--- src/rtl/calc_pkg.sv ---
// Shared definitions for the calculator front end and datapath: widths,
// command-issuer FSM states and the datapath opcode encodings.
package calc_pkg;

  localparam int OPD_W = 3;
  localparam int OPC_W = 2;

  typedef enum logic [1:0] {
    ST_IDLE    = 2'd0,
    ST_ISSUE   = 2'd1,
    ST_WAIT    = 2'd2,
    ST_RELEASE = 2'd3
  } state_t;

  typedef enum logic [OPC_W-1:0] {
    OPC_ADD = 2'd0,
    OPC_SUB = 2'd1,
    OPC_AND = 2'd2,
    OPC_OR  = 2'd3
  } opcode_t;

  // Counter width for a counter that must hold 0..n-1 (at least one bit).
  function automatic int cnt_w(input int n);
    return (n > 1) ? $clog2(n) : 1;
  endfunction

endpackage

--- src/rtl/calc_cmd_issuer_if.sv ---
// Board-side inputs and datapath-side Go/Done signals of the command issuer.
interface calc_cmd_issuer_if;
  import calc_pkg::*;

  logic             go_raw;
  logic [OPC_W-1:0] op_sw;
  logic [OPD_W-1:0] in1_sw;
  logic [OPD_W-1:0] in2_sw;
  logic             done;
  logic             go;
  logic [OPC_W-1:0] op;
  logic [OPD_W-1:0] in1;
  logic [OPD_W-1:0] in2;
  logic             busy;
  logic             err;

  // go is a one-cycle strobe; op/in1/in2 are valid from go until the next
  // accepted press. The command completes on a rising edge of the done level.
  modport master (
    output go_raw, op_sw, in1_sw, in2_sw, done,
    input  go, op, in1, in2, busy, err
  );

  modport slave (
    input  go_raw, op_sw, in1_sw, in2_sw, done,
    output go, op, in1, in2, busy, err
  );

endinterface

--- src/rtl/sync_debounce.sv ---
// Two-flop synchroniser followed by a level debouncer: the output level only
// follows the input after DB_CYCLES consecutive cycles of disagreement.
module sync_debounce
  import calc_pkg::*;
#(
  parameter int DB_CYCLES = 250000
) (
  input  logic i_clk,
  input  logic i_rst_n,
  input  logic i_async,
  output logic o_level,
  output logic o_rise
);

  localparam int CW = cnt_w(DB_CYCLES);
  localparam logic [CW-1:0] CNT_LAST = CW'(DB_CYCLES - 1);

  logic          r_meta;
  logic          r_sync;
  logic          r_level;
  logic [CW-1:0] r_cnt;
  logic          w_diff;
  logic          w_flip;

  assign w_diff = r_sync ^ r_level;
  assign w_flip = w_diff && (r_cnt == CNT_LAST);

  always_ff @(posedge i_clk or negedge i_rst_n) begin
    if (!i_rst_n) begin
      r_meta <= 1'b0;
      r_sync <= 1'b0;
    end else begin
      r_meta <= i_async;
      r_sync <= r_meta;
    end
  end

  // The counter never passes CNT_LAST: reaching it either flips the level or
  // the run of disagreement has already been broken.
  always_ff @(posedge i_clk or negedge i_rst_n) begin
    if (!i_rst_n) begin
      r_level <= 1'b0;
      r_cnt   <= '0;
    end else if (!w_diff) begin
      r_cnt <= '0;
    end else if (w_flip) begin
      r_level <= r_sync;
      r_cnt   <= '0;
    end else begin
      r_cnt <= r_cnt + CW'(1);
    end
  end

  assign o_level = r_level;
  assign o_rise  = w_flip & r_sync;

endmodule

--- src/rtl/calc_cmd_issuer.sv ---
// Calculator front end: debounced Go press -> snapshot of switches -> one go
// strobe to the datapath, then wait for done (with timeout) and a full release.
module calc_cmd_issuer
  import calc_pkg::*;
#(
  parameter int DB_CYCLES = 250000,
  parameter int TIMEOUT   = 1024
) (
  input  logic             clk50MHz,
  input  logic             rst,
  calc_cmd_issuer_if.slave bus,
  output state_t           o_dbg_state
);

  localparam int TW = cnt_w(TIMEOUT);
  localparam logic [TW-1:0] TO_LAST = TW'(TIMEOUT - 1);

  state_t           r_state;
  state_t           w_state_nxt;
  logic             w_db_level;
  logic             w_db_rise;
  logic             r_done_q;
  logic             w_done_rise;
  logic [TW-1:0]    r_to_cnt;
  logic             r_err;
  logic [OPC_W-1:0] r_op;
  logic [OPD_W-1:0] r_in1;
  logic [OPD_W-1:0] r_in2;
  logic             w_capture;
  logic             w_to_clr;
  logic             w_to_inc;
  logic             w_err_set;

  sync_debounce #(
    .DB_CYCLES(DB_CYCLES)
  ) u_sync_debounce (
    .i_clk   (clk50MHz),
    .i_rst_n (rst),
    .i_async (bus.go_raw),
    .o_level (w_db_level),
    .o_rise  (w_db_rise)
  );

  // done_q tracks done in every state, so a level already high on entry to
  // WAIT is never mistaken for a rising edge.
  assign w_done_rise = bus.done & ~r_done_q;

  always_ff @(posedge clk50MHz or negedge rst) begin
    if (!rst) begin
      r_state <= ST_IDLE;
    end else begin
      r_state <= w_state_nxt;
    end
  end

  always_comb begin
    w_state_nxt = r_state;
    w_capture   = 1'b0;
    w_to_clr    = 1'b0;
    w_to_inc    = 1'b0;
    w_err_set   = 1'b0;
    case (r_state)
      ST_IDLE: begin
        if (w_db_rise) begin
          w_state_nxt = ST_ISSUE;
          w_capture   = 1'b1;
        end
      end
      ST_ISSUE: begin
        w_state_nxt = ST_WAIT;
        w_to_clr    = 1'b1;
      end
      ST_WAIT: begin
        if (w_done_rise) begin
          w_state_nxt = ST_RELEASE;
        end else if (r_to_cnt == TO_LAST) begin
          w_state_nxt = ST_RELEASE;
          w_err_set   = 1'b1;
        end else begin
          w_to_inc = 1'b1;
        end
      end
      ST_RELEASE: begin
        if (!w_db_level) begin
          w_state_nxt = ST_IDLE;
        end
      end
      default: begin
        w_state_nxt = ST_IDLE;
      end
    endcase
  end

  always_ff @(posedge clk50MHz or negedge rst) begin
    if (!rst) begin
      r_done_q <= 1'b0;
      r_to_cnt <= '0;
      r_err    <= 1'b0;
      r_op     <= '0;
      r_in1    <= '0;
      r_in2    <= '0;
    end else begin
      r_done_q <= bus.done;
      if (w_to_clr) begin
        r_to_cnt <= '0;
      end else if (w_to_inc) begin
        r_to_cnt <= r_to_cnt + TW'(1);
      end
      if (w_capture) begin
        r_err <= 1'b0;
        r_op  <= bus.op_sw;
        r_in1 <= bus.in1_sw;
        r_in2 <= bus.in2_sw;
      end else if (w_err_set) begin
        r_err <= 1'b1;
      end
    end
  end

  assign bus.go      = (r_state == ST_ISSUE);
  assign bus.busy    = (r_state != ST_IDLE);
  assign bus.err     = r_err;
  assign bus.op      = r_op;
  assign bus.in1     = r_in1;
  assign bus.in2     = r_in2;
  assign o_dbg_state = r_state;

endmodule

--- src/flat_wrapper.sv ---
// flat-port wrapper written by rule: the top's interface ports become plain ports
module calc_cmd_issuer_flat import calc_pkg::*;
#(
  parameter int DB_CYCLES = 250000,
  parameter int TIMEOUT   = 1024
)
  (clk50MHz, rst, o_dbg_state, bus_go_raw, bus_op_sw, bus_in1_sw, bus_in2_sw, bus_done, bus_go, bus_op, bus_in1, bus_in2, bus_busy, bus_err);
  calc_cmd_issuer_if bus_i ();
  input  logic clk50MHz;
  input  logic rst;
  output state_t o_dbg_state;
  input wire logic [$bits(bus_i.go_raw)-1:0] bus_go_raw;
  input wire logic [$bits(bus_i.op_sw)-1:0] bus_op_sw;
  input wire logic [$bits(bus_i.in1_sw)-1:0] bus_in1_sw;
  input wire logic [$bits(bus_i.in2_sw)-1:0] bus_in2_sw;
  input wire logic [$bits(bus_i.done)-1:0] bus_done;
  output wire logic [$bits(bus_i.go)-1:0] bus_go;
  output wire logic [$bits(bus_i.op)-1:0] bus_op;
  output wire logic [$bits(bus_i.in1)-1:0] bus_in1;
  output wire logic [$bits(bus_i.in2)-1:0] bus_in2;
  output wire logic [$bits(bus_i.busy)-1:0] bus_busy;
  output wire logic [$bits(bus_i.err)-1:0] bus_err;
  assign bus_i.go_raw = bus_go_raw;
  assign bus_i.op_sw = bus_op_sw;
  assign bus_i.in1_sw = bus_in1_sw;
  assign bus_i.in2_sw = bus_in2_sw;
  assign bus_i.done = bus_done;
  assign bus_go = bus_i.go;
  assign bus_op = bus_i.op;
  assign bus_in1 = bus_i.in1;
  assign bus_in2 = bus_i.in2;
  assign bus_busy = bus_i.busy;
  assign bus_err = bus_i.err;
  calc_cmd_issuer #(.DB_CYCLES(DB_CYCLES), .TIMEOUT(TIMEOUT)) u_core (.clk50MHz(clk50MHz), .rst(rst), .bus(bus_i), .o_dbg_state(o_dbg_state));
endmodule
--- config.mk ---
export PLATFORM = sky130hd
export DESIGN_NAME = calc_cmd_issuer_flat
export DESIGN_NICKNAME = d
export VERILOG_FILES = /design/src/rtl/calc_pkg.sv /design/src/rtl/calc_cmd_issuer_if.sv /design/src/rtl/sync_debounce.sv /design/src/rtl/calc_cmd_issuer.sv /design/src/flat_wrapper.sv
export SDC_FILE = /design/constraint.sdc
export NUM_CORES = 1
export LEC_CHECK = 0
export CELL_PAD_IN_SITES_DETAIL_PLACEMENT = 0
export CELL_PAD_IN_SITES_GLOBAL_PLACEMENT = 1
export CORE_ASPECT_RATIO = 1.4
export CORE_MARGIN = 1
export CORE_UTILIZATION = 30
export CTS_CLUSTER_DIAMETER = 80
export DETAILED_ROUTE_END_ITERATION = 12
export GPL_TIMING_DRIVEN = 0
export PLACE_DENSITY_LB_ADDON = 0.1
export SLEW_MARGIN = 10
export SYNTH_ARGS = -nofsm -noshare
export SYNTH_HDL_FRONTEND = slang
export SYNTH_HIERARCHICAL = 1
export SYNTH_SLANG_ARGS = --single-unit
--- constraint.sdc ---
create_clock -name clk50MHz -period 2.06 [get_ports clk50MHz]
set_clock_uncertainty 0.1 [all_clocks]
set_input_delay 0.515 -clock clk50MHz [delete_from_list [all_inputs] [get_ports clk50MHz]]
set_output_delay 0.515 -clock clk50MHz [all_outputs]
set_load 0.02 [all_outputs]
==> impl_metrics.csv, run 1 <==
group,metric,value,unit
routing,viasPerCell,4.891,
place,portBuffers,24,
place,postPlaceCellArea,2475,um^2
critical_path,end_kind,"flop",
run,drv_cap,0,
routing,drc,0,
timing,tightest_slew,0.4674,ns
critical_path,cp.arrival,2.10,ns
critical_path,rrSetupSlack,0.04,ns
global_routing,overflow,0,
floorplanning,initial_core_util,31.41,%
layout,area_delta_synth_final,29.79,%
logic_synthesis,synth-simple-area-share,24.08,%
routing,met2_length,2.807,mm
logic_synthesis,syn_inst,195,
global_routing,first_global_vias,1670,
routing,wire_per_inst,14.76,um
global_routing,grt_max_degree,25,
timing,fmax,495.9,MHz
logic_synthesis,synth_edf_count,0,
layout,n_antenna_cell,0,
cts,cts_root_buf,"clkbuf_8",
floorplanning,fp.coreArea,6700,um^2
timing,drv_slew,0,
logic_synthesis,netlist_area,2105,um^2
floorplanning,dieArea,7359,um^2
critical_path,worstRegToRegCells,6,
place,place_ws,-0.3861,ns
timing,fin_ws,0.04335,ns
run_status,status,"finished, final reports clean",
cts,cts_tree,"yes",
logic_synthesis,synth-seq-cells,43,
layout,drive_above_1_share,23.11,%
power,ir_worst_vdd,0.0003442,V
critical_path,required,2.14,ns
power,p_leak,1.114,nW
timing,slew_headroom,68.84,%
power,power.switching,0.0006527,W
critical_path,r2r_start,"u_core/u_sync_debounce/r_cnt[9]",
routing,drt_iter0_markers,75,
layout,final_area,2731,um^2
timing,finalCriticalPeriod,2.017,ns
power,switching_share,31.45,%
logic_synthesis,yosysSeqAreaShare,51.13,%
place,post-dp-hpwl,3.450,mm
global_routing,antenna_found_initial,0,
layout,final_cell_mix,"dfrtp_1, nor2_1, clkdlybuf4s50_1",
logic_synthesis,synthXorXnorAreaFrac,6.659,%
cts,tritoncts.num_buffers,5,
logic_synthesis,synth_warnings,6,
cts,clock_path_buffers,2,
routing,wl_met1,1.878,mm
cts,clock_sinks,43,
timing,timing_hold_violations_final,0,
cts,path_clk_slew,0.08,ns
critical_path,start_kind,"flop",
critical_path,reg2reg_to,"u_core/o_dbg_state[1]",
power,pwr_density_cell,759.9,nW/um^2
logic_synthesis,synth_top_family_by_area,"simple AND/OR/NAND/NOR gates",
layout,layout.nets,256,
cts,cts_hold_buf,0,
floorplanning,row_count,35,
floorplanning,die-height,101.1,um
logic_synthesis,synth_fp_nets,214,
timing,rsz0062_at_grt,"true",
routing,num_vias,1614,
cts,clk_latency,0.29,ns
power,pwr-share-comb,29.5,%
global_routing,grt_pass1_wl,7.935,mm
logic_synthesis,syn_area_per_cell,10.79,um^2
layout,layout_commonest_cell,"dfrtp_1",
routing,top_layer,"met4",
logic_synthesis,synth-compound-area-share,6.005,%
power,power_frac_seq,46.1,%
logic_synthesis,async_flop_share,100.0,%
timing,finalSetupTns,0,ns
logic_synthesis,synth_cell_types,40,
critical_path,critPathMaxFanout,3,
hold_path,worstHoldPathType,"input port to async pin",
logic_synthesis,synthMuxAreaShare,6.480,%
timing,fin_crit_sh,97.90,%
floorplanning,chipWidth,72.79,um
logic_synthesis,synthFlopType,"dfrtp_1",
critical_path,path_class,"flop to flop",
routing,antenna_left,0,
power,design_power_total,0.002076,W
routing,wl_met3,91,um
floorplanning,ios,25,
routing,first_pass_iters,4,
power,clock_power_share,24.4,%
place,gp_congestion,0.8093,
routing,wl,4.870,mm
power,p_int,0.001423,W
timing,setup_violations,0,
cts,cts.htree.levels,2,
global_routing,grt_usage,14.14,%
logic_synthesis,synthAdderAreaFrac,4.162,%
-- routing by layer --
layer	vias up	GRT usage [%]
li1	785	-
met3	7	2.600
met1	806	14.91
met5	-	0
met2	16	27.03
met4	0	5.732
-- critical path: stages (launching register included) --
cell and delay, ns:
dfrtp_2 0.44, nor4_4 0.30, nand3_2 0.16, nor4b_4 0.32, a2bb2oi_2 0.20, o21ai_2 0.09
mux2_4 0.30
-- registers in the layout, summed over array words and instances, names as in the netlist, 2 cells and up --
signal	flops
u_core/u_sync_debounce/r_cnt	18
u_core/r_to_cnt	10
u_core/bus.in1	3
u_core/bus.in2	3
u_core/bus.op	2
u_core/o_dbg_state	2
-- worst max-delay path by stage --
stage                                         start               endpoint  slack (ns)  cells past startpoint
finish              u_core/u_sync_debounce/r_cnt[9]  u_core/o_dbg_state[1]        0.04                      6
global route        u_core/u_sync_debounce/r_cnt[1]  u_core/o_dbg_state[1]       -0.05                      7
CTS                 u_core/u_sync_debounce/r_cnt[1]  u_core/o_dbg_state[1]       -0.09                      7
detailed placement  u_core/u_sync_debounce/r_cnt[9]      u_core/bus.in2[1]       -0.39                      5
global placement                                rst      u_core/bus.in2[2]       -0.78                      1
floorplan           u_core/u_sync_debounce/r_cnt[8]  u_core/o_dbg_state[1]        0.02                      6
-- power groups by stage --
stage                     Clock (W)  Sequential, W  Combinational (W)
after CTS                  0.000535       0.000954           0.000569
after global placement            0       0.000966           0.000520
after detailed placement          0       0.000970           0.000532
final                      0.000506       0.000957           0.000612
after global routing       0.000566       0.000967           0.000668
after floorplan                   0       0.000994           0.000297
-- Yosys cell counts (2+ instances only) --
cell type | n | area share, %
a31oi_1 | 2 | 0.59
o21ai_2 | 2 | 0.83
and3_1 | 3 | 0.89
mux2i_1 | 2 | 0.95
inv_1 | 6 | 1.1
nand3_1 | 13 | 3.1
xnor2_1 | 12 | 5.0
nand4_1 | 5 | 1.5
nor2_1 | 27 | 4.8
nand2_1 | 8 | 1.4
ha_1 | 7 | 4.2
xor2_1 | 4 | 1.7
nor4b_1 | 4 | 1.7
nand2b_1 | 3 | 0.89
o21ai_0 | 3 | 0.71
a21oi_1 | 5 | 1.2
dfrtp_1 | 43 | 51
mux2_2 | 9 | 4.8
nor3_1 | 10 | 2.4
nor4_1 | 7 | 2.1
-- per-stage QoR --
stage                     hold WS (ns)  cells  utilization (%)
after global placement          0.2374    311            36.71
after global routing           0.08726    330            40.77
after CTS                      0.07371    324            39.66
final                          0.06710    330            40.77
after detailed placement        0.2387    312            36.94
after floorplan                 0.1194    195                -
-- cells by family (layout without fill, tap and decap cells) --
logic type	after synthesis	after routing
compound gates	19	19
xor+xnor	16	16
fa+ha+maj	7	7
buf+inv	8	50
flops	43	43
mux	12	12
simple gates	90	91
-- cell type report --
type / instances / area, um^2
plain buffers: 2 / 8.758
clock buffers: 7 / 76.32
clock inverters: 1 / 5.005
fillers: 650 / 3969
inverters: 6 / 22.52
multi-input cells: 145 / 1107
flip-flops and latches: 43 / 1084
well taps: 92 / 115.1
repair buffers: 34 / 312.8
-- what timing repair did --
action,4_1_cts,5_1_grt
resized for setup,18,13
pin swaps,4,3
cloned,1,0
setup endpoints to repair,23,23
buffers inserted,3,6
Note: power is estimated with default switching activity, not from simulation.
==> run 2: changes to the inputs <==
Settings changed: CORE_ASPECT_RATIO 1.4 to 1.25, GPL_ROUTABILITY_DRIVEN set to 0, SETUP_SLACK_MARGIN set to 0.4.
==> run 2 against run 1 <==
Net effect: clock-buffer cell count is 1 lower; power up 14%; utilization increased by 7.0 points; critical path type unchanged; largest cell class unchanged; highest routed layer unchanged.
==> impl_metrics.csv, run 2 (synthesis results as in run 1) <==
group,metric,value,unit
power,switching_share,33.26,%
global_routing,antenna_found_initial,0,
layout,drive_above_1_share,48.26,%
place,postPlaceCellArea,2515,um^2
cts,clock_sinks,43,
cts,clk_latency,0.30,ns
critical_path,cpMaxStageDelayCell,"dfrtp_2",
routing,num_vias,1745,
layout,reg_top3,"u_core/u_sync_debounce/r_cnt (18), u_core/r_to_cnt (10)",
floorplanning,ios,25,
layout,largest-register,"u_core/u_sync_debounce/r_cnt",
cts,path_clk_slew,0.09,ns
critical_path,critPathMaxFanout,2,
place,place_ws,-0.09889,ns
routing,wl,5.372,mm
critical_path,path_cells,"nor4b_4, nand3_2, nor4b_4, a2bb2oi_2, o21ai_2, mux2_4",
layout,final_cells,346,
power,power_frac_seq,40.9,%
floorplanning,initial_core_util,31.46,%
global_routing,grt_usage,15.07,%
critical_path,start_kind,"flop",
timing,slew_headroom,72.69,%
power,ir_worst_vdd,0.0004133,V
timing,tightest_slew,0.4096,ns
layout,layout.nets,277,
critical_path,cp.arrival,2.11,ns
cts,cts_tree,"yes",
timing,fin_crit_sh,98.06,%
global_routing,grt_pass1_wl,8.625,mm
cts,cts.htree.levels,2,
timing,fin_ws,0.03992,ns
routing,drc,0,
floorplanning,row_count,33,
global_routing,first_global_vias,1794,
layout,largest_reg_flops,18,
layout,fill_cells,620,
power,pwr_density_cell,739.0,nW/um^2
layout,utilization,47.81,%
global_routing,grt_max_degree,29,
routing,met2_length,2.900,mm
place,portBuffers,24,
critical_path,reg2reg_to,"u_core/o_dbg_state[1]",
floorplanning,fp.coreArea,6689,um^2
routing,viasPerCell,5.043,
floorplanning,die-height,95.64,um
layout,final_area,3198,um^2
timing,drv_slew,0,
layout,n_antenna_cell,0,
timing,finalSetupTns,0,ns
routing,top_layer,"met4",
critical_path,required,2.15,ns
critical_path,worstRegToRegCells,6,
place,post-dp-hpwl,3.379,mm
timing,timing_hold_violations_final,0,
timing,finalCriticalPeriod,2.020,ns
power,p_leak,1.239,nW
timing,setup_violations,0,
layout,area_delta_synth_final,51.96,%
routing,antenna_left,0,
layout,layout_commonest_cell,"dfrtp_1",
floorplanning,dieArea,7356,um^2
timing,rsz0062_at_grt,"true",
critical_path,path_class,"flop to flop",
place,place_inst,307,
cts,clock_path_buffers,2,
critical_path,critPathMostFrequentCell,"nor4b_4",
power,pwr-share-comb,36.3,%
timing,fmax,495.0,MHz
routing,drt_iter0_markers,87,
power,power.switching,0.0007860,W
cts,cts_root_buf,"clkbuf_8",
run,drv_cap,0,
floorplanning,chipWidth,76.92,um
cts,cts_hold_buf,0,
run_status,status,"finished, final reports clean",
routing,wl_met3,119,um
critical_path,slowest_delay,0.44,ns
power,p_int,0.001578,W
cts,tritoncts.num_buffers,5,
hold_path,worstHoldPathType,"input port to async pin",
power,clock_power_share,22.8,%
routing,wire_per_inst,15.53,um
critical_path,rrSetupSlack,0.04,ns
global_routing,overflow,0,
critical_path,r2r_start,"u_core/u_sync_debounce/r_cnt[4]",
layout,final_cell_mix,"dfrtp_1, buf_4, buf_6",
routing,wl_met1,2.221,mm
routing,first_pass_iters,5,
critical_path,end_kind,"flop",
-- run 2: cell count changes in the layout (fill, tap and decap cells not counted), moves of 7 or more --
cell             before  now
nor2_1               27   11
clkdlybuf4s50_1      21    9
buf_6                 0   14
buf_4                 9   20
nor2_2                0    9
dlygate4sd2_1         0    7
nor2_4                0    7
-- run 2: through the flow --
step	hold WS, ns	total power (W)
floorplan	0.1194	0.001308
global placement	0.2357	0.001495
detailed placement	0.2365	0.001520
CTS	0.03572	0.002108
global route	0.05768	0.002495
finish	0.03579	0.002364
-- run 2: critical path, delay by kind of cell, from the launching register on --
| family | cells | cell delay (ns) |
|---|---|---|
| AND/OR/NAND/NOR | 3 | 0.77 |
| multiplexers | 1 | 0.30 |
| flip-flops | 1 | 0.44 |
| AO/OA/AOI/OAI | 2 | 0.30 |
-- run 2: cell type report --
class	instances	area, um^2	area share, %
multi-input cells	144	1360	42.53
clock buffers	6	72.57	2.269
plain buffers	2	16.27	0.5086
inverters	6	25.02	0.7825
well taps	87	108.9	3.404
repair buffers	56	515.5	16.12
flip-flops and latches	43	1087	34.00
clock inverters	2	12.51	0.3912
-- run 2: worst max path at each step --
stage	from	end	slack, ns	cells after the start
after floorplan	u_core/u_sync_debounce/r_cnt[13]	u_core/o_dbg_state[1]	0.12	6
after global placement	rst	u_core/u_sync_debounce/r_cnt[5]	-0.91	1
after detailed placement	u_core/u_sync_debounce/r_cnt[13]	u_core/o_dbg_state[1]	-0.1	6
after CTS	u_core/u_sync_debounce/r_cnt[8]	u_core/o_dbg_state[1]	0.04	6
after global routing	u_core/u_sync_debounce/r_cnt[4]	u_core/o_dbg_state[1]	-0.05	6
final	u_core/u_sync_debounce/r_cnt[4]	u_core/o_dbg_state[1]	0.04	6
-- run 2: timing repair --
item                       CTS  global route
pin swaps                   17            21
setup buffers               21             9
setup endpoints to repair   47            45
resized for setup           71            52
gates cloned                 1             0
-- run 2: power by group through the flow --
| stage | logic (W) | clock network (W) | registers (W) |
|---|---|---|---|
| finish | 0.000859 | 0.000538 | 0.000967 |
| detailed placement | 0.000546 | 0 | 0.000974 |
| floorplan | 0.000313 | 0 | 0.000995 |
| global placement | 0.000529 | 0 | 0.000965 |
| global route | 0.000928 | 0.000589 | 0.000978 |
| CTS | 0.000592 | 0.000563 | 0.000953 |
-- run 2: metal layers --
layer	vias up	global-route usage (%)
met1	888	17.13
met4	0	6.731
li1	825	-
met2	21	27.08
met3	11	3.349
met5	-	0
==> run 3: changes to the inputs <==
Settings changed: CORE_ASPECT_RATIO 1.25 to 1.1, SLEW_MARGIN 10 to unset.
==> run 3 against run 2 <==
Net effect: sequential share of layout area is 1.8 points higher; critical path depth stayed put; utilization is 2.4 points lower; register-to-register slack hardly changed; non-clock buffer count is 5 lower; clock power is 9.3% higher; clock-buffer cell count is 2 higher; via count is 4.5% lower.
==> impl_metrics.csv, run 3 (synthesis results as in run 1) <==
group,metric,value,unit
run_status,status,"finished, final reports clean",
layout,layout.nets,272,
global_routing,grt.met3_usage,3.350,%
routing,wire_per_inst,15.03,um
critical_path,cpMaxStageDelayCell,"dfrtp_2",
critical_path,critPathMostFrequentCell,"nor4b_4",
floorplanning,fp.coreArea,6671,um^2
layout,drive_above_1_share,37.40,%
critical_path,slowest_delay,0.45,ns
global_routing,grt_use_met1,17.01,%
cts,tritoncts.num_buffers,5,
place,place_inst,302,
critical_path,path_class,"flop to flop",
global_routing,grt_max_degree,27,
cts,path_clk_slew,0.08,ns
timing,finalCriticalPeriod,2.011,ns
place,postPlaceCellArea,2509,um^2
routing,viasPerCell,4.961,
layout,area_delta_synth_final,43.88,%
cts,cts.htree.levels,2,
place,portBuffers,24,
routing,drt_iter0_markers,50,
global_routing,first_global_vias,1650,
critical_path,path_cells,"nor4b_4, nand3_2, nor4b_4, a2bb2oi_2, o21ai_2, mux2_4",
global_routing,top_usage_layer,"met2",
place,post-dp-hpwl,3.323,mm
timing,slew_headroom,70.40,%
timing,setup_violations,0,
cts,clock_path_buffers,2,
critical_path,end_kind,"flop",
hold_path,worstHoldPathType,"input port to async pin",
global_routing,grt_pass1_wl,7.976,mm
critical_path,required,2.14,ns
cts,cts_root_buf,"clkbuf_8",
routing,first_pass_iters,4,
layout,fill_cells,635,
critical_path,critPathMaxFanout,4,
critical_path,cp.arrival,2.09,ns
floorplanning,initial_core_util,31.55,%
timing,fin_crit_sh,97.61,%
floorplanning,ios,25,
critical_path,reg2reg_to,"u_core/o_dbg_state[1]",
critical_path,start_kind,"flop",
routing,drc,0,
layout,largest_reg_flops,18,
cts,clk_latency,0.29,ns
floorplanning,row_count,31,
timing,drv_slew,0,
critical_path,worstRegToRegCells,6,
layout,layout_commonest_cell,"dfrtp_1",
cts,cts_tree,"yes",
floorplanning,dieArea,7355,um^2
timing,tightest_slew,0.4440,ns
routing,wl,5.051,mm
global_routing,grt_util_met2,24.72,%
floorplanning,chipWidth,81.86,um
critical_path,r2r_start,"u_core/u_sync_debounce/r_cnt[10]",
layout,reg_top3,"u_core/u_sync_debounce/r_cnt (18), u_core/r_to_cnt (10)",
global_routing,antenna_found_initial,0,
layout,final_area,3028,um^2
timing,rsz0062_at_grt,"true",
layout,multi_input_area,1242,um^2
layout,final_cell_mix,"dfrtp_1, nor2_1, buf_4",
layout,ff_latch_area,1084,um^2
layout,final_cells,336,
routing,antenna_left,0,
timing,timing_hold_violations_final,0,
run,drv_cap,0,
power,p_leak,1.213,nW
layout,n_antenna_cell,0,
global_routing,overflow,0,
routing,num_vias,1667,
global_routing,grt_usage,14.28,%
power,ir_worst_vdd,0.0003637,V
critical_path,rrSetupSlack,0.05,ns
timing,fmax,497.3,MHz
layout,largest-register,"u_core/u_sync_debounce/r_cnt",
power,pwr_density_cell,794.5,nW/um^2
floorplanning,die-height,89.85,um
cts,clock_sinks,43,
critical_path,worstSetupStartpoint,"u_core/u_sync_debounce/r_cnt[10]",
==> run 3: cell count changes in the layout (fill, tap and decap cells not counted), moves of 2 or more <==
cell / before / now
nor2_1: 11 / 25
dfrtp_1: 34 / 37
clkbuf_8: 5 / 7
nor2_4: 7 / 0
buf_6: 14 / 9
nor2_2: 9 / 2
dfrtp_2: 9 / 6
==> run 3: worst max-delay path: cells and delay by family, from the launching register on <==
kind               cells  cell delay (ns)
DFF                    1             0.45
AOI/OAI and AO/OA      2             0.29
and+or+nand+nor        3             0.76
muxes                  1             0.30
==> run 3: per-stage QoR <==
step                      power (W)  hold WS, ns  setup WS, ns  setup TNS (ns)  util [%]
after floorplan            0.001308       0.1194        0.1206               0         -
after global placement     0.001492       0.2385       -0.9320          -34.71     37.38
after detailed placement   0.001525       0.2412       -0.1330          -1.289     37.60
after CTS                  0.002175      0.06757       0.01891               0     41.28
after global routing       0.002539      0.07499      -0.03984        -0.06668     45.39
final                      0.002406      0.05071       0.04930               0     45.39
==> run 3: area by class of cell <==
cell class / count / area share (%)
clock buffers: 8 / 3.306
multi-input cells: 144 / 41.03
plain buffers: 2 / 0.4959
repair buffers: 51 / 15.17
well taps: 82 / 3.388
inverters: 6 / 0.8264
flip-flops and latches: 43 / 35.79
==> run 3: power breakdown <==
part / switching [W] / leakage, nW / internal, W
logic: 0.000414 / 0.605 / 0.000452
registers: 0.0000531 / 0.557 / 0.000898
clock network: 0.000282 / 0.0515 / 0.000306
total: 0.000749 / 1.21 / 0.00166
==> run 3: layer usage <==
layer	wire length, um	vias up
met5	0	-
met4	80	0
met3	94	7
met2	2777	14
met1	2098	828
li1	-	818
==> run 3: worst max-delay path by stage <==
| stage | endpoint | slack [ns] |
|---|---|---|
| floorplan | u_core/o_dbg_state[1] | 0.12 |
| global placement | u_core/u_sync_debounce/r_cnt[5] | -0.93 |
| detailed placement | u_core/o_dbg_state[1] | -0.13 |
| CTS | u_core/o_dbg_state[1] | 0.02 |
| global route | u_core/o_dbg_state[1] | -0.04 |
| finish | u_core/o_dbg_state[1] | 0.05 |
==> run 3: repair_timing <==
item | 4_1_cts | 5_1_grt
gates resized for setup | 41 | 40
setup buffers | 10 | 16
hold buffers | 0 | 0
setup endpoints to repair | 46 | 44
pin swaps | 6 | 13
gates cloned | 0 | 0
